==> src/rtl/key_defs_pkg.sv <==
// Shared key codes, byte constants and decoder state type for the UART key decoder.
// Helper predicates classify bytes inside a CSI sequence.
package key_defs_pkg;

  typedef logic [8:0] key_code_t;

  localparam key_code_t KEY_UP     = 9'h100;
  localparam key_code_t KEY_DOWN   = 9'h101;
  localparam key_code_t KEY_RIGHT  = 9'h102;
  localparam key_code_t KEY_LEFT   = 9'h103;
  localparam key_code_t KEY_HOME   = 9'h104;
  localparam key_code_t KEY_END    = 9'h105;
  localparam key_code_t KEY_DELETE = 9'h106;
  localparam key_code_t KEY_ESC    = 9'h107;

  localparam logic [7:0] ASCII_ESC      = 8'h1B;
  localparam logic [7:0] ASCII_LBRACKET = 8'h5B;
  localparam logic [7:0] ASCII_TILDE    = 8'h7E;

  typedef enum logic [1:0] {IDLE, ESC, CSI, PARAM} dec_state_t;

  function automatic logic is_param_byte(input logic [7:0] b);
    return ((b >= 8'h30) && (b <= 8'h39)) || (b == 8'h3B);
  endfunction

  function automatic logic is_final_byte(input logic [7:0] b);
    return (b >= 8'h40) && (b <= 8'h7E);
  endfunction

  // Anything outside the printable range terminates a CSI sequence.
  function automatic logic is_csi_byte(input logic [7:0] b);
    return (b >= 8'h20) && (b <= 8'h7E);
  endfunction

endpackage

==> src/rtl/key_fifo.sv <==
// First-word fall-through key FIFO; head is shown combinationally, zero when empty.
// A push while full succeeds only when a pop happens on the same edge.
module key_fifo
  import key_defs_pkg::*;
#(
  parameter int DEPTH = 16
) (
  input  logic                     clk,
  input  logic                     reset,
  input  logic                     i_push,
  input  key_code_t                i_data,
  input  logic                     i_pop,
  output key_code_t                o_data,
  output logic                     o_full,
  output logic                     o_empty,
  output logic [$clog2(DEPTH):0]   o_count
);

  localparam int AW = $clog2(DEPTH);
  localparam int CW = AW + 1;

  key_code_t        r_mem [DEPTH];
  logic [AW-1:0]    r_wr_ptr;
  logic [AW-1:0]    r_rd_ptr;
  logic [CW-1:0]    r_count;
  logic             w_push_ok;
  logic             w_pop_ok;

  assign o_full    = (r_count == CW'(DEPTH));
  assign o_empty   = (r_count == '0);
  assign w_pop_ok  = i_pop & ~o_empty;
  assign w_push_ok = i_push & (~o_full | w_pop_ok);

  always_ff @(posedge clk) begin
    if (w_push_ok) begin
      r_mem[r_wr_ptr] <= i_data;
    end
  end

  // Power-of-two depth lets the pointers wrap on their own.
  always_ff @(posedge clk or posedge reset) begin
    if (reset) begin
      r_wr_ptr <= '0;
      r_rd_ptr <= '0;
      r_count  <= '0;
    end else begin
      if (w_push_ok) begin
        r_wr_ptr <= r_wr_ptr + AW'(1);
      end
      if (w_pop_ok) begin
        r_rd_ptr <= r_rd_ptr + AW'(1);
      end
      r_count <= r_count + CW'(w_push_ok) - CW'(w_pop_ok);
    end
  end

  assign o_data  = o_empty ? '0 : r_mem[r_rd_ptr];
  assign o_count = r_count;

endmodule

==> src/rtl/uart_key_decoder.sv <==
// Decodes VT100/ANSI escape sequences from UART byte strobes into 9-bit key codes and queues them.
// Optional KEY_DROP_CNT_EN adds o_drop_cnt, a saturating count of lost keys and dropped CSI sequences.
module uart_key_decoder
  import key_defs_pkg::*;
#(
  parameter int FIFO_DEPTH  = 16,
  parameter int ESC_TIMEOUT = 5000
) (
  input  logic                          clk,
  input  logic                          reset,
  input  logic                          i_rx_data_valid,
  input  logic [7:0]                    i_rx_data,
  output logic                          o_key_valid,
  output logic [8:0]                    o_key_code,
  input  logic                          i_key_ready,
  output logic [$clog2(FIFO_DEPTH):0]   o_fifo_count,
  output logic                          o_overflow,
  input  logic                          i_overflow_clr
`ifdef KEY_DROP_CNT_EN
  ,
  output logic [7:0]                    o_drop_cnt
`endif
);

  localparam int              TMO_W    = $clog2(ESC_TIMEOUT + 1);
  localparam logic [TMO_W-1:0] TMO_LAST = TMO_W'(ESC_TIMEOUT - 1);

  dec_state_t        r_state, w_state_next;
  logic [TMO_W-1:0]  r_tmo_cnt, w_tmo_next;
  logic              r_pend_valid, w_pend_valid_next;
  logic [7:0]        r_pend_data, w_pend_data_next;
  logic [7:0]        r_param_digit, w_param_digit_next;
  logic [1:0]        r_param_len, w_param_len_next;
  logic              r_push, w_push;
  key_code_t         r_push_code, w_push_code;
  logic              r_overflow;

  logic              w_byte_valid;
  logic [7:0]        w_byte;
  logic              w_strobe_lost;
  logic              w_tmo_fire;
  logic              w_csi_drop;
  logic              w_pop;
  logic              w_full;
  logic              w_empty;
  logic              w_fifo_drop;
  key_code_t         w_head;

  // A replayed byte takes the decode slot; a strobe colliding with it is lost.
  assign w_byte_valid  = r_pend_valid | i_rx_data_valid;
  assign w_byte        = r_pend_valid ? r_pend_data : i_rx_data;
  assign w_strobe_lost = r_pend_valid & i_rx_data_valid;
  assign w_tmo_fire    = (r_state != IDLE) && (r_tmo_cnt == TMO_LAST);

  always_ff @(posedge clk or posedge reset) begin
    if (reset) begin
      r_state       <= IDLE;
      r_tmo_cnt     <= '0;
      r_pend_valid  <= 1'b0;
      r_pend_data   <= '0;
      r_param_digit <= '0;
      r_param_len   <= '0;
      r_push        <= 1'b0;
      r_push_code   <= '0;
    end else begin
      r_state       <= w_state_next;
      r_tmo_cnt     <= w_tmo_next;
      r_pend_valid  <= w_pend_valid_next;
      r_pend_data   <= w_pend_data_next;
      r_param_digit <= w_param_digit_next;
      r_param_len   <= w_param_len_next;
      r_push        <= w_push;
      r_push_code   <= w_push_code;
    end
  end

  always_comb begin
    w_state_next       = r_state;
    w_tmo_next         = (r_state == IDLE) ? '0 : r_tmo_cnt + TMO_W'(1);
    w_pend_valid_next  = 1'b0;
    w_pend_data_next   = r_pend_data;
    w_param_digit_next = r_param_digit;
    w_param_len_next   = r_param_len;
    w_push             = 1'b0;
    w_push_code        = '0;
    w_csi_drop         = 1'b0;
    if (w_byte_valid) begin
      w_tmo_next = '0;
      case (r_state)
        IDLE: begin
          if (w_byte == ASCII_ESC) begin
            w_state_next = ESC;
          end else begin
            w_push      = 1'b1;
            w_push_code = {1'b0, w_byte};
          end
        end
        ESC: begin
          if (w_byte == ASCII_LBRACKET) begin
            w_state_next = CSI;
          end else begin
            w_push            = 1'b1;
            w_push_code       = KEY_ESC;
            w_pend_valid_next = 1'b1;
            w_pend_data_next  = w_byte;
            w_state_next      = IDLE;
          end
        end
        CSI: begin
          case (w_byte)
            8'h41: begin w_push = 1'b1; w_push_code = KEY_UP;    w_state_next = IDLE; end
            8'h42: begin w_push = 1'b1; w_push_code = KEY_DOWN;  w_state_next = IDLE; end
            8'h43: begin w_push = 1'b1; w_push_code = KEY_RIGHT; w_state_next = IDLE; end
            8'h44: begin w_push = 1'b1; w_push_code = KEY_LEFT;  w_state_next = IDLE; end
            8'h48: begin w_push = 1'b1; w_push_code = KEY_HOME;  w_state_next = IDLE; end
            8'h46: begin w_push = 1'b1; w_push_code = KEY_END;   w_state_next = IDLE; end
            default: begin
              if (is_param_byte(w_byte)) begin
                w_param_digit_next = w_byte;
                w_param_len_next   = 2'd1;
                w_state_next       = PARAM;
              end else if (is_final_byte(w_byte) || !is_csi_byte(w_byte)) begin
                w_csi_drop   = 1'b1;
                w_state_next = IDLE;
              end
            end
          endcase
        end
        PARAM: begin
          if (is_param_byte(w_byte)) begin
            if (r_param_len != 2'd2) begin
              w_param_len_next = r_param_len + 2'd1;
            end
          end else if (is_final_byte(w_byte) || !is_csi_byte(w_byte)) begin
            w_state_next = IDLE;
            w_csi_drop   = 1'b1;
            // Only a single-digit ESC[n~ maps to a key.
            if ((w_byte == ASCII_TILDE) && (r_param_len == 2'd1)) begin
              case (r_param_digit)
                8'h31: begin w_push = 1'b1; w_push_code = KEY_HOME;   w_csi_drop = 1'b0; end
                8'h33: begin w_push = 1'b1; w_push_code = KEY_DELETE; w_csi_drop = 1'b0; end
                8'h34: begin w_push = 1'b1; w_push_code = KEY_END;    w_csi_drop = 1'b0; end
                default: ;
              endcase
            end
          end
        end
        default: w_state_next = IDLE;
      endcase
    end else if (w_tmo_fire) begin
      w_tmo_next   = '0;
      w_state_next = IDLE;
      if (r_state == ESC) begin
        w_push      = 1'b1;
        w_push_code = KEY_ESC;
      end else begin
        w_csi_drop = 1'b1;
      end
    end
  end

  assign w_pop       = ~w_empty & i_key_ready;
  assign w_fifo_drop = r_push & w_full & ~w_pop;

  key_fifo #(
    .DEPTH (FIFO_DEPTH)
  ) u_key_fifo (
    .clk     (clk),
    .reset   (reset),
    .i_push  (r_push),
    .i_data  (r_push_code),
    .i_pop   (w_pop),
    .o_data  (w_head),
    .o_full  (w_full),
    .o_empty (w_empty),
    .o_count (o_fifo_count)
  );

  // A new loss in the same cycle as the clear keeps the flag set.
  always_ff @(posedge clk or posedge reset) begin
    if (reset) begin
      r_overflow <= 1'b0;
    end else if (w_fifo_drop || w_strobe_lost) begin
      r_overflow <= 1'b1;
    end else if (i_overflow_clr) begin
      r_overflow <= 1'b0;
    end
  end

  assign o_key_valid = ~w_empty;
  assign o_key_code  = w_head;
  assign o_overflow  = r_overflow;

`ifdef KEY_DROP_CNT_EN
  logic [7:0] r_drop_cnt;
  logic [1:0] w_drop_inc;
  logic [8:0] w_drop_sum;

  assign w_drop_inc = 2'(w_fifo_drop) + 2'(w_strobe_lost) + 2'(w_csi_drop);
  assign w_drop_sum = (i_overflow_clr ? 9'd0 : {1'b0, r_drop_cnt}) + {7'd0, w_drop_inc};

  always_ff @(posedge clk or posedge reset) begin
    if (reset) begin
      r_drop_cnt <= '0;
    end else begin
      r_drop_cnt <= w_drop_sum[8] ? 8'hFF : w_drop_sum[7:0];
    end
  end

  assign o_drop_cnt = r_drop_cnt;
`endif

endmodule

==> config.mk <==
export PLATFORM = sky130hd
export DESIGN_NAME = uart_key_decoder
export DESIGN_NICKNAME = d
export VERILOG_FILES = /design/src/rtl/key_defs_pkg.sv /design/src/rtl/key_fifo.sv /design/src/rtl/uart_key_decoder.sv
export SDC_FILE = /design/constraint.sdc
export NUM_CORES = 1
export LEC_CHECK = 0
export ABC_CLOCK_PERIOD_IN_PS = 3120
export BUFFER_PORTS_ARGS = -buffer_cell sky130_fd_sc_hd__buf_2
export CAP_MARGIN = 20
export CELL_PAD_IN_SITES_DETAIL_PLACEMENT = 0
export CELL_PAD_IN_SITES_GLOBAL_PLACEMENT = 1
export CORE_MARGIN = 2
export CORE_UTILIZATION = 40
export CTS_CLUSTER_SIZE = 12
export DETAILED_ROUTE_END_ITERATION = 8
export PLACE_DENSITY = 0.76
export SKIP_LAST_GASP = 1
export SLEW_MARGIN = 30
export SYNTH_ARGS = -nofsm -noshare
export SYNTH_HDL_FRONTEND = slang
export SYNTH_HIERARCHICAL = 1
export SYNTH_SLANG_ARGS = --single-unit
==> constraint.sdc <==
create_clock -name clk -period 3.12 [get_ports clk]
set_input_delay 0.624 -clock clk [delete_from_list [all_inputs] [get_ports clk]]
set_output_delay 0.624 -clock clk [all_outputs]
set_load 0.01 [all_outputs]
==> flow_metrics.py, run 1 <==
metrics = {
    "status": {
        "status": "finished, final reports clean",
    },
    "clock_tree": {
        "cts_hold_buf": 0,
        "ctsHtreeMaxLevel": 1,
        "cts_tree": "built",
        "clock_path_buffers": 3,
        "numCtsBuffers": 22,
        "path_clk_slew_ns": 0.06,
        "cts_resized": 0,
        "insertion_delay_ns": 0.51,
        "cts_root_buf": "clkbuf_16",
        "cts.sinks": 202,
    },
    "pwr": {
        "power_density_nw_per_um2": 947,
        "ir_drop_mv": 0.446,
        "power_mw": 9.65,
        "leakage_nw": 3.79,
    },
    "worst_setup_path": {
        "cp_cell_sequence": "buf_12, buf_12, mux4_1, mux2i_1, a211oi_1, buf_2",
        "critPathLaunchType": "flip-flop",
        "rr_worst_depth": 13,
        "path_class": "flip-flop to primary output",
        "rr_startpoint": "u_key_fifo/o_count[2]",
        "critical_path.max_stage_delay_ns": 0.59,
        "timing.reg2reg.setup_slack_ns": 0.38,
        "end_kind": "primary output",
        "crit_path_max_fanout": 12,
        "crit_top_cell": "buf_12",
        "slowest_stage": "mux4_1",
        "cp.arrival_ns": 2.36,
        "critPathRequiredTime_ns": 2.50,
        "r2r-end": "u_key_fifo/o_count[4]",
    },
    "sta": {
        "finalClockSkew_ns": 0.0208,
        "fmax_ghz": 0.336,
        "worstMarginPinSlew_ns": 0.639,
        "fin_crit_ns": 2.98,
        "hold_viol": 0,
        "setup_viol": 0,
        "slew_viol_final": 0,
        "relSlewSlack": 0.562,
        "timing.final.crit_share": 0.955,
        "setup_tns_ns": 0,
    },
    "synthesis": {
        "synth-edff-count": 144,
        "synth_top_family_by_area": "multiplexers",
        "async_reset_ff_frac": 0.287,
        "synth-adder-area-share": 0.0221,
        "yosysWarnings": 6,
        "synth.ff_latch_count": 202,
        "synth_flop_cell": "edfxtp_1",
        "yosysMostFrequentCell": "edfxtp_1",
        "synth.distinct_cells": 64,
        "synthMuxAreaShare": 0.116,
        "synth_xor_area_frac": 0.0228,
        "ys_top_cells_by_count": "edfxtp_1 (144), dfrtp_1 (58), nor2_1 (46)",
        "syn_area_per_cell_um2": 15.4,
        "synthTopCellsByArea": "edfxtp_1 (49%), dfrtp_1 (16%), mux4_2 (6.4%)",
        "seq_area_frac_synth": 0.653,
        "synth_compound_area_frac": 0.0603,
        "synth_top_area_frac": 0.489,
        "syn-num-nets": 602,
        "synth_simple_gate_area_frac": 0.0977,
        "netlist.top_cell.by_area": "edfxtp_1",
        "synthCells": 574,
        "syn-cell-area_um2": 8840,
    },
    "detailed_routing": {
        "postRouteAntennaNets": 0,
        "wl_per_cell_um": 19.4,
        "viasPerCell": 5.41,
        "drc": 0,
        "dr.first_iter.drc_count": 392,
        "routed_wirelength_um": 18000,
        "drtPass1Iterations": 5,
        "vias": 5008,
    },
    "floorplanning": {
        "io-pin-count": 29,
        "start_util": 0.406,
        "die_height_um": 153,
        "die_area_um2": 23300,
        "core_um2": 21800,
        "die_w_um": 153,
        "placementRows": 54,
    },
    "global_route": {
        "grt_max_degree": 30,
        "grt_pass1_wl_um": 28400,
        "grt_antenna_before_repair": 0,
        "grt-busiest-layer": "met2",
        "grt_pass1_vias": 5073,
        "grt.overflow.total": 0,
        "grtUsageTotal": 0.154,
        "grt_util_met1": 0.212,
        "met2_usage": 0.253,
        "use_met3": 0.0242,
    },
    "placement": {
        "routabilityCongestion": 0.860,
        "dp.cells": 886,
        "dp_hpwl_um": 11800,
        "placement.io_buffers": 28,
    },
    "min_path": {
        "hold_class": "input port to async pin",
    },
    "flow_run": {
        "maxCapViolations": 0,
    },
    "finish": {
        "fin_nets": 662,
        "layout-drive-gt1-share": 0.220,
        "diodes": 0,
        "finalNonFillerCells": 925,
        "synthToLayoutAreaGrowth_pct": 15.3,
        "n_fill_cell": 1863,
        "post-route-util": 0.469,
    },
}
-- worst max path at each step --
stage,start,endpoint,slack (ns),depth (start not counted)
CTS,u_key_fifo/r_rd_ptr[0],o_key_code[6],0.08,6
global route,u_key_fifo/r_rd_ptr[0],o_key_code[6],-0.0009,6
global placement,u_key_fifo/o_count[3],u_key_fifo/o_count[4],0.49,15
detailed placement,u_key_fifo/o_count[3],u_key_fifo/o_count[4],0.37,13
floorplan,u_key_fifo/o_count[2],u_key_fifo/o_count[4],0.13,16
finish,u_key_fifo/r_rd_ptr[0],o_key_code[6],0.14,6
-- stage by stage --
stage               hold slack (ns)  setup slack, ns  area [um^2]
floorplan                     0.433            0.130         8840
global placement              0.445            0.486         9410
detailed placement            0.465            0.367         9410
CTS                           0.179           0.0781        10200
global route                  0.195        -0.000897        10200
finish                        0.168            0.141        10200
-- critical path, delay by kind of cell, from the launching register on --
family          cells  cell delay, ns
mux                 2            0.79
flops               1            0.45
buf+inv             3            0.52
compound gates      1            0.10
-- report_power, final --
| part | internal, mW | switching [mW] |
|---|---|---|
| clock network | 1.64 | 0.995 |
| registers | 3.55 | 0.530 |
| logic | 1.40 | 1.53 |
| total | 6.59 | 3.06 |
-- per-layer routing --
metal / wire, um / up-vias
met4: 504 / 0
met3: 793 / 38
met5: 0 / -
met2: 8670 / 126
li1: - / 2306
met1: 8000 / 2538
-- cells by family (layout without fill, tap and decap cells) --
logic type | count (synthesis) | count (layout)
adder cells (fa/ha/maj) | 15 | 15
multiplexers | 53 | 53
XOR/XNOR | 23 | 23
flip-flops | 202 | 202
AO/OA/AOI/OAI | 72 | 72
buffers and inverters | 45 | 116
AND/OR/NAND/NOR | 164 | 164
-- placed cells by master, fill, tap and decap left out, types with 9 or more instances in the layout --
cell	netlist	routed
edfxtp_1	144	144
dfrtp_1	58	57
nor2_1	46	46
nand2_1	33	33
buf_4	2	30
buf_2	8	28
mux4_2	25	25
clkbuf_16	0	22
inv_1	20	19
a21oi_1	16	16
nor2b_1	15	15
o21ai_0	15	15
xnor2_1	14	14
ha_1	14	14
nor3_1	13	13
mux2i_1	13	13
nand3_1	12	12
a211oi_1	11	11
mux4_1	11	11
a211oi_2	10	10
xor2_1	9	9
-- registers in the layout, indices dropped and copies added, names as in the netlist --
signal               cells
r_push                   1
r_param_len              2
r_state                  2
r_tmo_cnt               13
u_key_fifo/r_mem       144
r_pend_data              8
u_key_fifo/r_wr_ptr      4
r_push_code              9
o_overflow               1
u_key_fifo/r_rd_ptr      4
r_pend_valid             1
u_key_fifo/o_count       5
r_param_digit            8
-- cell type report --
cell class,instances,area [um^2],share of cell area
multi-input cells,327,2830,0.277
clock buffers,29,587,0.0576
clock inverters,6,141,0.0139
inverters,20,76.3,0.00749
flip-flops and latches,202,5780,0.567
well taps,280,350,0.0344
repair buffers,61,438,0.0430
-- timing repair --
action | 4_1_cts | 5_1_grt
pin swaps | 0 | 0
buffers inserted | 2 | 1
setup endpoints to repair | 4 | 1
gates cloned | 1 | 0
Note: power is estimated with default switching activity, not from simulation.
==> inputs of run 2 (changes only) <==
Settings changed: BUFFER_PORTS_ARGS -buffer_cell sky130_fd_sc_hd__buf_2 to -buffer_cell sky130_fd_sc_hd__clkbuf_2.
==> run 2 against run 1 <==
- final area decreased by 0.86%
- clock skew decreased by 0.0094 ns
- clock power decreased by 7%
- utilization decreased by 0.40 points
- die area unchanged
- combinational power decreased by 4%
- largest power group unchanged
- highest routed layer unchanged
==> flow_metrics.py, run 2 (synthesis gave the netlist of run 1 again) <==
metrics = {
    "global_route": {
        "grt_pass1_wl_um": 28400,
        "grt_max_degree": 37,
        "grt_antenna_before_repair": 0,
        "grtUsageTotal": 0.154,
        "grt_pass1_vias": 4972,
        "grt.overflow.total": 0,
    },
    "detailed_routing": {
        "vias": 4923,
        "wl_per_cell_um": 19.4,
        "dr.first_iter.drc_count": 356,
        "routed_wirelength_um": 17900,
        "postRouteAntennaNets": 0,
        "viasPerCell": 5.34,
        "drtPass1Iterations": 4,
        "drc": 0,
    },
    "clock_tree": {
        "cts_tree": "built",
        "numCtsBuffers": 22,
        "clock_path_buffers": 3,
        "cts_hold_buf": 0,
        "ctsHtreeMaxLevel": 1,
        "cts_root_buf": "clkbuf_16",
        "cts.sinks": 202,
        "insertion_delay_ns": 0.51,
        "cts_resized": 0,
        "path_clk_slew_ns": 0.06,
    },
    "floorplanning": {
        "start_util": 0.406,
        "core_um2": 21800,
        "io-pin-count": 29,
        "die_height_um": 153,
        "placementRows": 54,
        "die_area_um2": 23300,
        "die_w_um": 153,
    },
    "pwr": {
        "ir_drop_mv": 0.431,
        "pwr-share-comb": 0.301,
        "sw_frac_of_total": 0.322,
        "p_int_mw": 6.35,
        "switchingPower_mw": 3.02,
        "power_density_nw_per_um2": 928,
        "p_seq_frac": 0.438,
        "leakage_nw": 3.74,
        "clockPowerShare": 0.262,
    },
    "worst_setup_path": {
        "crit_top_cell": "buf_12",
        "end_kind": "primary output",
        "critical_path.max_stage_delay_ns": 0.60,
        "timing.reg2reg.setup_slack_ns": 0.39,
        "cp.arrival_ns": 2.34,
        "crit_path_max_fanout": 20,
        "slowest_stage": "mux4_1",
        "critPathRequiredTime_ns": 2.50,
        "cp_cell_sequence": "buf_12, buf_12, mux4_1, mux2i_1, a211oi_1, clkbuf_2",
        "path_class": "flip-flop to primary output",
        "critPathLaunchType": "flip-flop",
    },
    "finish": {
        "diodes": 0,
        "mostFrequentLayoutCells": "edfxtp_1 (144), dfrtp_1 (57), nor2_1 (46)",
        "fin_nets": 658,
        "largest_register_ffs": 144,
        "largest-register": "u_key_fifo/r_mem",
        "layout-drive-gt1-share": 0.212,
        "n_fill_cell": 1920,
        "final_common_cell": "edfxtp_1",
        "finalNonFillerCells": 922,
        "synthToLayoutAreaGrowth_pct": 14.3,
        "top_regs": "u_key_fifo/r_mem x144, r_tmo_cnt x13, r_push_code x9",
    },
    "placement": {
        "dp.cells": 885,
        "placement.io_buffers": 28,
        "routabilityCongestion": 0.866,
        "dp_hpwl_um": 11900,
    },
    "sta": {
        "hold_viol": 0,
        "relSlewSlack": 0.523,
        "finalClockSkew_ns": 0.0114,
        "fmax_ghz": 0.337,
        "rsz0062_at_grt": "false",
        "setup_tns_ns": 0,
        "slew_viol_final": 0,
        "fin_hold_ws_ns": 0.162,
        "fin_crit_ns": 2.96,
        "worstMarginPinSlew_ns": 0.695,
        "setup_viol": 0,
        "timing.final.crit_share": 0.950,
    },
    "min_path": {
        "hold_class": "input port to async pin",
    },
    "status": {
        "status": "finished, final reports clean",
    },
    "flow_run": {
        "maxCapViolations": 0,
    },
}
[run 2: cell count changes in the layout (fill, tap and decap cells not counted), sizes merged]
cell    change
buf        -31
bufinv      -2
clkinv      +4
clkbuf     +27
bufbuf      -1
[run 2: cell type report]
cell class,instances,area (um^2),share of cell area
sequential,202,5780,0.571
multi-input combinational,327,2830,0.280
clock buffer,28,573,0.0567
timing repair buffer,57,408,0.0404
tap,280,350,0.0347
clock inverter,8,97.6,0.00965
inverter,20,76.3,0.00755
[run 2: worst paths after layout]
path / startpoint / end / depth (start not counted)
setup / recovery: u_key_fifo/r_rd_ptr[0] / o_key_code[6] / 6
hold / removal: reset / r_tmo_cnt[6] / 2
setup reg to reg: u_key_fifo/o_count[2] / u_key_fifo/o_count[4] / 15
hold reg to reg: r_tmo_cnt[0] / r_tmo_cnt[0] / 1
max in group asynchronous: reset / r_pend_data[6] / 3
min in group clk: i_overflow_clr / o_overflow / 2
[run 2: layer usage]
metal,part of all wire,vias up,GRT usage
li1,-,2301,-
met1,0.46,2463,0.224
met2,0.47,132,0.245
met3,0.052,27,0.0296
met4,0.020,0,0.0326
met5,0,-,0
[run 2: timing repair]
item,CTS,global route
setup buffers,1,0
hold endpoints to repair,0,0
setup endpoints to repair,2,0
[run 2: power by group through the flow]
stage | combinational, mW | clock (mW) | sequential (mW)
finish | 2.82 | 2.45 | 4.10
global route | 3.09 | 2.63 | 4.19
CTS | 2.87 | 2.51 | 4.11
detailed placement | 2.83 | 0 | 4.18
global placement | 2.79 | 0 | 4.12
floorplan | 2.18 | 0 | 3.86
[run 2: critical path, delay by kind of cell (launching register included)]
| kind | cells | cell delay, ns |
|---|---|---|
| AOI/OAI and AO/OA | 1 | 0.10 |
| buffers and inverters | 3 | 0.53 |
| DFF | 1 | 0.38 |
| muxes | 2 | 0.81 |
[run 2: metrics by stage]
step                 util  total power [mW]  setup slack, ns  area, um^2
floorplan               -              6.04            0.130        8840
global placement    0.433              6.91            0.453        9430
detailed placement  0.433              7.01            0.395        9430
CTS                 0.465              9.49           0.0845       10100
global route        0.465              9.90           0.0515       10100
finish              0.465              9.38            0.157       10100
==> inputs of run 3 (changes only) <==
Settings changed: CORE_UTILIZATION 40 to 35, PLACE_DENSITY 0.76 to 0.7.
==> run 3 against run 2 <==
- die area rose by 14%
- largest cell class unchanged
- sequential power hardly changed
- non-clock buffer count increased by 5
- largest power group unchanged
- clock skew fell by 0.0038 ns
- worst hold slack lost 0.0059 ns
- utilization down 5.5 points
- critical path type unchanged
- flip-flop and latch count stayed put
- clock-buffer cell count up 7
- first-iteration DRC count shrank 11%
==> flow_metrics.py, run 3 (synthesis gave the netlist of run 1 again) <==
metrics = {
    "worst_setup_path": {
        "startpoint": "u_key_fifo/r_rd_ptr[0]",
        "critPathLaunchType": "flip-flop",
        "critical_path.max_stage_delay_ns": 0.62,
        "crit_cells": 5,
        "critPathBufInv": 2,
        "critPathRequiredTime_ns": 2.50,
        "path_class": "flip-flop to primary output",
        "end_kind": "primary output",
        "crit_path_max_fanout": 10,
        "cp.arrival_ns": 2.34,
        "cp_cell_sequence": "buf_6, mux4_1, mux2i_1, a211oi_1, clkbuf_2",
        "slowest_stage": "mux4_1",
        "rr_startpoint": "u_key_fifo/o_count[3]",
        "cp_top_family": "multiplexers",
        "rr_worst_depth": 13,
    },
    "global_route": {
        "grtUsageTotal": 0.143,
        "grt.overflow.total": 0,
        "grt_pass1_vias": 5225,
        "grt_pass1_wl_um": 29400,
        "grt_max_degree": 33,
        "grt_antenna_before_repair": 0,
    },
    "detailed_routing": {
        "postRouteAntennaNets": 0,
        "drc": 0,
        "vias": 4986,
        "viasPerCell": 5.08,
        "dr.first_iter.drc_count": 317,
        "routed_wirelength_um": 18500,
        "wl_per_cell_um": 18.8,
        "drtPass1Iterations": 5,
    },
    "sta": {
        "setup_viol": 0,
        "hold_viol": 0,
        "setup_tns_ns": 0,
        "worstMarginPinSlew_ns": 0.816,
        "rsz0062_at_grt": "false",
        "fin_crit_ns": 2.96,
        "slew_viol_final": 0,
        "fmax_ghz": 0.337,
        "timing.final.crit_share": 0.950,
        "finalClockSkew_ns": 0.00754,
        "fin_ws_ns": 0.156,
        "relSlewSlack": 0.456,
    },
    "clock_tree": {
        "clock_path_buffers": 3,
        "path_clk_slew_ns": 0.06,
        "insertion_delay_ns": 0.49,
        "cts_tree": "built",
        "ctsHtreeMaxLevel": 1,
        "cts_hold_buf": 0,
        "cts.sinks": 202,
        "numCtsBuffers": 22,
        "cts_root_buf": "clkbuf_16",
    },
    "placement": {
        "routabilityCongestion": 0.849,
        "pre_cts_slack_ns": 0.387,
        "placement.io_buffers": 28,
        "dpl_cell_area_um2": 9470,
        "dp_hpwl_um": 12300,
    },
    "pwr": {
        "ir_drop_mv": 0.478,
        "power_density_nw_per_um2": 928,
        "power_mw": 9.48,
        "leakage_nw": 3.77,
    },
    "finish": {
        "layout-drive-gt1-share": 0.220,
        "final_common_cell": "edfxtp_1",
        "n_fill_cell": 2297,
        "mostFrequentLayoutCells": "edfxtp_1 (144), dfrtp_1 (56), nor2_1 (46)",
        "diodes": 0,
        "design_area_um2": 10200,
        "largest-register": "u_key_fifo/r_mem",
        "fin_nets": 663,
        "largest_register_ffs": 144,
        "synthToLayoutAreaGrowth_pct": 15.6,
        "top_regs": "u_key_fifo/r_mem x144, r_tmo_cnt x13, r_push_code x9",
    },
    "min_path": {
        "hold_class": "input port to async pin",
    },
    "floorplanning": {
        "die_w_um": 163,
        "die_area_um2": 26500,
        "die_height_um": 163,
        "core_um2": 25000,
        "io-pin-count": 29,
        "start_util": 0.354,
        "placementRows": 58,
    },
    "flow_run": {
        "maxCapViolations": 0,
    },
    "status": {
        "status": "finished, final reports clean",
    },
}
[run 3: final cells by class]
type                       instances  area (um^2)  area share
sequential                       202         5780       0.566
multi-input combinational        327         2830       0.277
clock buffer                      35          631      0.0617
timing repair buffer              62          442      0.0432
tap                              330          413      0.0404
inverter                          20         76.3     0.00747
clock inverter                     5         51.3     0.00502
[run 3: through the flow]
step | cells | utilization | hold WS (ns)
2_1_floorplan | 574 | - | 0.433
3_3_place_gp | 937 | 0.379 | 0.448
4_1_cts | 977 | 0.407 | 0.168
5_1_grt | 981 | 0.409 | 0.212
3_5_place_dp | 937 | 0.379 | 0.457
6_report | 981 | 0.409 | 0.156
[run 3: repair_timing]
item | CTS | global route
setup buffers | 0 | 3
endpoints found under the setup margin | 2 | 3
cloned | 0 | 1
gates resized for setup | 1 | 1
[run 3: final timing paths]
check | slack, ns | to
max | 0.16 | o_key_code[6]
min | 0.16 | r_pend_data[4]
max reg2reg | 0.38 | u_key_fifo/o_count[4]
min reg2reg | 0.46 | r_tmo_cnt[0]
max in group asynchronous | 2.37 | r_push_code[4]
min in group clk | 0.38 | o_overflow
[run 3: worst reg2reg max path, stage by stage (launching register included)]
cell and delay [ns]:
dfrtp_1 0.40, inv_1 0.10, ha_1 0.15, nor4b_2 0.25, buf_4 0.26, nor2_1 0.09, ha_1 0.27, inv_1 0.04
ha_1 0.22, fa_1 0.44, a21oi_1 0.14, nor2_1 0.05, nor2_1 0.13, xnor2_1 0.13
[run 3: routing by layer]
| metal | share of wire | up-vias | track usage | wire, um |
|---|---|---|---|---|
| li1 | - | 2316 | - | - |
| met1 | 0.45 | 2524 | 0.202 | 8310 |
| met2 | 0.48 | 120 | 0.235 | 8890 |
| met3 | 0.047 | 26 | 0.0178 | 874 |
| met4 | 0.021 | 0 | 0.0410 | 394 |
| met5 | 0 | - | 0 | 0 |
[run 3: power by group]
part           internal, mW  leakage [nW]  switching (mW)
combinational          1.38          1.37            1.53
sequential             3.55          2.07           0.579
clock                  1.47         0.327           0.974
